<file path="src/rtl/ps2_cmd_sequencer.sv">
// PS/2 host command sequencer: turns reset / LED / typematic requests into command
// bytes, handles ACK, resend and BAT responses, and forwards every other received byte.
module ps2_cmd_sequencer #(
    parameter int RESP_TIMEOUT = 1_000_000,
    parameter int BAT_TIMEOUT  = 50_000_000,
    parameter int MAX_RETRY    = 3
) (
    input  logic       CLOCK_50,
    input  logic       reset_n,
    input  logic       req_reset,
    input  logic       req_leds,
    input  logic [2:0] led_state,
    input  logic       req_rate,
    input  logic [7:0] rate_byte,
    output logic [7:0] the_command,
    output logic       send_command,
    input  logic       command_was_sent,
    input  logic       error_communication_timed_out,
    input  logic [7:0] received_data,
    input  logic       received_data_en,
    output logic [7:0] scan_data,
    output logic       scan_valid,
    output logic       busy,
    output logic       done,
    output logic       fail,
    output logic [1:0] fail_code
);
    typedef enum logic [2:0] {S_IDLE, S_SEND, S_WAIT_SENT, S_WAIT_ACK, S_WAIT_BAT} state_t;
    typedef enum logic [1:0] {K_RESET, K_LEDS, K_RATE} kind_t;

    localparam logic [25:0] RESP_LIMIT = 26'(RESP_TIMEOUT - 1);
    localparam logic [25:0] BAT_LIMIT  = 26'(BAT_TIMEOUT - 1);
    localparam int RW = $clog2(MAX_RETRY + 1);
    localparam logic [RW-1:0] RETRY_LIMIT = RW'(MAX_RETRY);

    state_t        state_q, state_d;
    kind_t         kind_q, kind_d;
    logic          second_q, second_d;
    logic [7:0]    data_q, data_d;
    logic [7:0]    cmd_q, cmd_d;
    logic [RW-1:0] retry_q, retry_d, retry_inc;
    logic [25:0]   timer_q, timer_d;
    logic          pend_reset_q, pend_reset_d;
    logic          pend_leds_q, pend_leds_d;
    logic          pend_rate_q, pend_rate_d;
    logic [2:0]    led_q, led_d;
    logic [7:0]    rate_q, rate_d;
    logic          done_q, done_d;
    logic          fail_q, fail_d;
    logic [1:0]    fail_code_q, fail_code_d;
    logic [7:0]    scan_data_q, scan_data_d;
    logic          scan_valid_q, scan_valid_d;
    logic          clr_reset, clr_leds, clr_rate;
    logic          rx_fa, rx_fe, rx_aa, rx_fc, consumed;

    assign rx_fa     = received_data_en && (received_data == 8'hFA);
    assign rx_fe     = received_data_en && (received_data == 8'hFE);
    assign rx_aa     = received_data_en && (received_data == 8'hAA);
    assign rx_fc     = received_data_en && (received_data == 8'hFC);
    assign retry_inc = retry_q + RW'(1);

    // Only protocol responses in the state expecting them are swallowed.
    assign consumed = ((state_q == S_WAIT_ACK) && (rx_fa || rx_fe)) ||
                      ((state_q == S_WAIT_BAT) && (rx_aa || rx_fc));

    always_comb begin
        state_d     = state_q;
        kind_d      = kind_q;
        second_d    = second_q;
        data_d      = data_q;
        cmd_d       = cmd_q;
        retry_d     = retry_q;
        fail_code_d = fail_code_q;
        done_d      = 1'b0;
        fail_d      = 1'b0;
        clr_reset   = 1'b0;
        clr_leds    = 1'b0;
        clr_rate    = 1'b0;

        case (state_q)
            S_IDLE: begin
                second_d = 1'b0;
                retry_d  = '0;
                if (pend_reset_q) begin
                    kind_d    = K_RESET;
                    cmd_d     = 8'hFF;
                    clr_reset = 1'b1;
                    state_d   = S_SEND;
                end else if (pend_leds_q) begin
                    kind_d   = K_LEDS;
                    cmd_d    = 8'hED;
                    data_d   = {5'b0, led_q};
                    clr_leds = 1'b1;
                    state_d  = S_SEND;
                end else if (pend_rate_q) begin
                    kind_d   = K_RATE;
                    cmd_d    = 8'hF3;
                    data_d   = rate_q;
                    clr_rate = 1'b1;
                    state_d  = S_SEND;
                end
            end
            S_SEND: state_d = S_WAIT_SENT;
            S_WAIT_SENT: begin
                if (command_was_sent) begin
                    state_d = S_WAIT_ACK;
                end else if (error_communication_timed_out) begin
                    fail_d      = 1'b1;
                    fail_code_d = 2'd3;
                    retry_d     = '0;
                    state_d     = S_IDLE;
                end
            end
            S_WAIT_ACK: begin
                if (rx_fa) begin
                    if (kind_q == K_RESET) begin
                        state_d = S_WAIT_BAT;
                    end else if (!second_q) begin
                        cmd_d    = data_q;
                        second_d = 1'b1;
                        retry_d  = '0;
                        state_d  = S_SEND;
                    end else begin
                        done_d  = 1'b1;
                        retry_d = '0;
                        state_d = S_IDLE;
                    end
                end else if (rx_fe) begin
                    if (retry_inc == RETRY_LIMIT) begin
                        fail_d      = 1'b1;
                        fail_code_d = 2'd1;
                        retry_d     = '0;
                        state_d     = S_IDLE;
                    end else begin
                        retry_d = retry_inc;
                        state_d = S_SEND;
                    end
                end else if (!received_data_en && timer_q == RESP_LIMIT) begin
                    fail_d      = 1'b1;
                    fail_code_d = 2'd0;
                    retry_d     = '0;
                    state_d     = S_IDLE;
                end
            end
            S_WAIT_BAT: begin
                if (rx_aa) begin
                    done_d  = 1'b1;
                    retry_d = '0;
                    state_d = S_IDLE;
                end else if (rx_fc) begin
                    fail_d      = 1'b1;
                    fail_code_d = 2'd2;
                    retry_d     = '0;
                    state_d     = S_IDLE;
                end else if (!received_data_en && timer_q == BAT_LIMIT) begin
                    fail_d      = 1'b1;
                    fail_code_d = 2'd0;
                    retry_d     = '0;
                    state_d     = S_IDLE;
                end
            end
            default: state_d = S_IDLE;
        endcase

        // Counter restarts on every entry into a waiting state and saturates.
        if ((state_d == S_WAIT_ACK || state_d == S_WAIT_BAT) && state_d == state_q) begin
            timer_d = (timer_q == '1) ? timer_q : timer_q + 26'd1;
        end else begin
            timer_d = '0;
        end

        pend_reset_d = (pend_reset_q & ~clr_reset) | req_reset;
        pend_leds_d  = (pend_leds_q & ~clr_leds) | req_leds;
        pend_rate_d  = (pend_rate_q & ~clr_rate) | req_rate;
        led_d        = req_leds ? led_state : led_q;
        rate_d       = req_rate ? rate_byte : rate_q;

        scan_valid_d = received_data_en && !consumed;
        scan_data_d  = scan_valid_d ? received_data : scan_data_q;
    end

    always_ff @(posedge CLOCK_50 or negedge reset_n) begin
        if (!reset_n) begin
            state_q      <= S_IDLE;
            kind_q       <= K_RESET;
            second_q     <= 1'b0;
            data_q       <= '0;
            cmd_q        <= '0;
            retry_q      <= '0;
            timer_q      <= '0;
            pend_reset_q <= 1'b0;
            pend_leds_q  <= 1'b0;
            pend_rate_q  <= 1'b0;
            led_q        <= '0;
            rate_q       <= '0;
            done_q       <= 1'b0;
            fail_q       <= 1'b0;
            fail_code_q  <= '0;
            scan_data_q  <= '0;
            scan_valid_q <= 1'b0;
        end else begin
            state_q      <= state_d;
            kind_q       <= kind_d;
            second_q     <= second_d;
            data_q       <= data_d;
            cmd_q        <= cmd_d;
            retry_q      <= retry_d;
            timer_q      <= timer_d;
            pend_reset_q <= pend_reset_d;
            pend_leds_q  <= pend_leds_d;
            pend_rate_q  <= pend_rate_d;
            led_q        <= led_d;
            rate_q       <= rate_d;
            done_q       <= done_d;
            fail_q       <= fail_d;
            fail_code_q  <= fail_code_d;
            scan_data_q  <= scan_data_d;
            scan_valid_q <= scan_valid_d;
        end
    end

    assign the_command  = cmd_q;
    assign send_command = (state_q == S_SEND);
    assign busy         = (state_q != S_IDLE);
    assign done         = done_q;
    assign fail         = fail_q;
    assign fail_code    = fail_code_q;
    assign scan_data    = scan_data_q;
    assign scan_valid   = scan_valid_q;
endmodule
</file>
<file path="config.mk">
export PLATFORM = sky130hd
export DESIGN_NAME = ps2_cmd_sequencer
export DESIGN_NICKNAME = d
export VERILOG_FILES = /design/src/rtl/ps2_cmd_sequencer.sv
export SDC_FILE = /design/constraint.sdc
export NUM_CORES = 1
export LEC_CHECK = 0
export ABC_AREA = 1
export CAP_MARGIN = 20
export CORE_AREA = 2 2 91 93
export DETAILED_ROUTE_END_ITERATION = 8
export DIE_AREA = 0 0 93 95
export PLACE_DENSITY = 0.77
export SYNTH_ARGS = -nofsm -noshare
export SYNTH_HDL_FRONTEND = slang
export SYNTH_SLANG_ARGS = --single-unit
</file>
<file path="constraint.sdc">
create_clock -name CLOCK_50 -period 2.61 [get_ports CLOCK_50]
set_clock_uncertainty 0.2 [all_clocks]
set_input_delay 0.3915 -clock CLOCK_50 [delete_from_list [all_inputs] [get_ports CLOCK_50]]
set_output_delay 0.3915 -clock CLOCK_50 [all_outputs]
set_load 0.1 [all_outputs]
</file>
==> results <==
area by class of cell:
cell class	count	area [µm²]	area share, %
clock buffers	9	123.9	2.465
clock inverters	7	145.1	2.888
inverters	70	267.8	5.327
multi-input cells	393	1963	39.06
flip-flops and latches	77	1927	38.34
well taps	105	131.4	2.614
repair buffers	52	467.9	9.310
per-layer routing:
layer / global-route usage [%] / wire [µm] / up-vias
met5: 0 / 0 / -
met3: 2.793 / 475 / 15
li1: - / - / 1818
met2: 39.73 / 4708 / 103
met4: 10.05 / 133 / 0
met1: 31.52 / 4251 / 1707
cells in the final DEF, fill, tap and decap left out, types with 9 or more instances in the layout:
cell             instances
xor2_1                  12
o21ai_0                 22
nand3_1                 27
dfrtp_1                 77
buf_4                   25
a21oi_1                  9
a21oi_2                  9
nor2_2                  10
nand2_1                181
inv_1                   60
nor2_1                  63
nand3_2                  9
clkdlybuf4s50_1         25
clkbuf_8                 9
metrics by stage:
step / worst slack (ns) / total power (µW)
4_1_cts: 0.3371 / 4661
3_3_place_gp: 0.2417 / 3411
6_report: 0.2957 / 4644
3_5_place_dp: 0.1718 / 3446
5_1_grt: 0.1130 / 4876
2_1_floorplan: 0.2794 / 3059
where the power goes:
part	switching [µW]	total (µW)	internal (µW)	leakage (µW)
combinational	1460	1900	440	0.00133
clock	481	1220	740	0.000136
sequential	133	1520	1390	0.000992
path summary, 6_finish.rpt:
path / endpoint / depth (start not counted) / slack, ns
max in group asynchronous: rate_q[0] / 3 / 1.30
max: timer_q[24] / 10 / 0.30
min: scan_data[5] / 2 / 0.28
min reg2reg: scan_data[5] / 2 / 0.28
min in group asynchronous: timer_q[4] / 2 / 0.32
max reg2reg: timer_q[24] / 10 / 0.30
worst min-delay path: stages (launching register included):
cell,delay [ns]
dfrtp_1,0.36
nand2_1,0.05
nand2_1,0.04
registers in the layout, indices dropped and copies added, names as in the netlist:
signal        cells
retry_q           2
scan_valid        1
pend_leds_q       1
state_q           3
the_command       8
done              1
rate_q            8
pend_reset_q      1
pend_rate_q       1
led_q             3
fail              1
data_q            8
fail_code         2
scan_data         8
kind_q            2
second_q          1
timer_q          26
cells by family (layout without fill, tap and decap cells):
group           Yosys count  count (layout)  synth area share, %
compound gates           60              60                9.118
flops                    77              77                45.74
simple gates            319             319                34.36
fa+ha+maj                 1               1               0.2970
xor+xnor                 13              13                2.703
buf+inv                  77             138                7.781
==> results.cfg <==
[worst_setup_path]
slowest_stage = dfrtp_1
r2r-start = timer_q[0]
cp-end-kind = register
worstPathCellList = ha_1 > nand3_2 > nor2_1 > nand3_1 > nor2_1 > nand2_1 > nor2_1 > nand2_1 > nand2_1 > nor2_2
timing.critical_path.from_type = register
cp.arrival_ns = 2.36
crit_type = reg -> reg
timing.critical_path.max_delay_family = simple AND/OR/NAND/NOR gates
crit_fanout = 7
crit_buf_inv = 0
required_ns = 2.66
slowest_delay_ns = 0.44
cp-startpoint = timer_q[0]

[layout]
fin_cells = 713
synthToLayoutAreaGrowth_pct = 19.31
antenna_cells = 0
finish.instance_area_um2 = 5026
drive_gt1_share_pct = 17.27
post-route-util_pct = 63.40
final.fill_count = 689
nets = 631

[die]
rows = 33
core_area_um2 = 7928
initial_utilization_pct = 53.14
die_w_um = 93
io_pins = 50
die_h_um = 95
dieArea_um2 = 8835

[clock_network]
htree_levels = 3
numClockSinks = 77
cts_resized = 0
post_cts_buffers = 0
clock_tree.buffer_depth = 2
clkTransAtPathRegs_ns = 0.08
cts_made_buffers = 9
clk_latency_ns = 0.37
cts_tree = yes
cts.hold.buffers_added = 1
cts-root-buf = clkbuf_8

[drt]
detail_route.first_pass.iterations = 5
ant_nets = 0
drc = 0
vias_per_cell = 5.109
routedWlPerCell_um = 13.42
wl_mm = 9.567
drt_iter0_drc = 212
via_count = 3643

[placement]
port_buffers = 49
gp_congestion = 0.9787
dp_cells = 696
hpwlAfterDp_mm = 7.229
postPlaceCellArea_um2 = 4747

[logic_synthesis]
synth_top_area_share_pct = 45.74
postSynthCellCount = 547
ys_types = 35
synth_area_leader_cell = dfrtp_1
yosys-top-cells-count = nand2_1 (181), dfrtp_1 (77), nor2_1 (63), inv_1 (60), nand3_1 (27)
synth-main-ff-cell = dfrtp_1
syn-mean-instance-area_um2 = 7.702
syn-cell-area_um2 = 4213
synth-edff-count = 0
ys_ff_latch = 77
yosysWarningCount = 0
seq_area_frac_synth_pct = 45.74
yosysMostFrequentCell = nand2_1
synth.area.top_cells = dfrtp_1 (46%), nand2_1 (16%), nor2_1 (5.6%)
synth_nets = 575
synthArstFlopShare_pct = 100.0

[timing]
hold_viol = 0
timing.fmax_ghz = 0.4321
tns_ns = 0
grt_setup_unrepaired = false
relSlewSlack_pct = 45.34
whs_ns = 0.2814
post-route-period-util_pct = 88.67
slew_viol_final = 0
worst_pin_slew_ns = 0.8199
setup_viol = 0
period_minus_slack_ns = 2.314

[pwr]
leakage_uw = 0.002453
ir_worst_vdd_mv = 0.9906
powerDensity_nw_per_um2 = 923.9

[global_routing]
track_usage_pct = 23.78
overflow = 0
grt_max_degree = 44
grt_antenna_before_repair = 0
grt_pass1_vias = 3559
grt_pass1_wl_mm = 16.46

[run_status]
status = finished clean

[job]
max_cap_violations = 0

[hold_path]
min_path_type = reg -> reg
hp-start = scan_data[5]
Power figures use the tool's default switching activity.
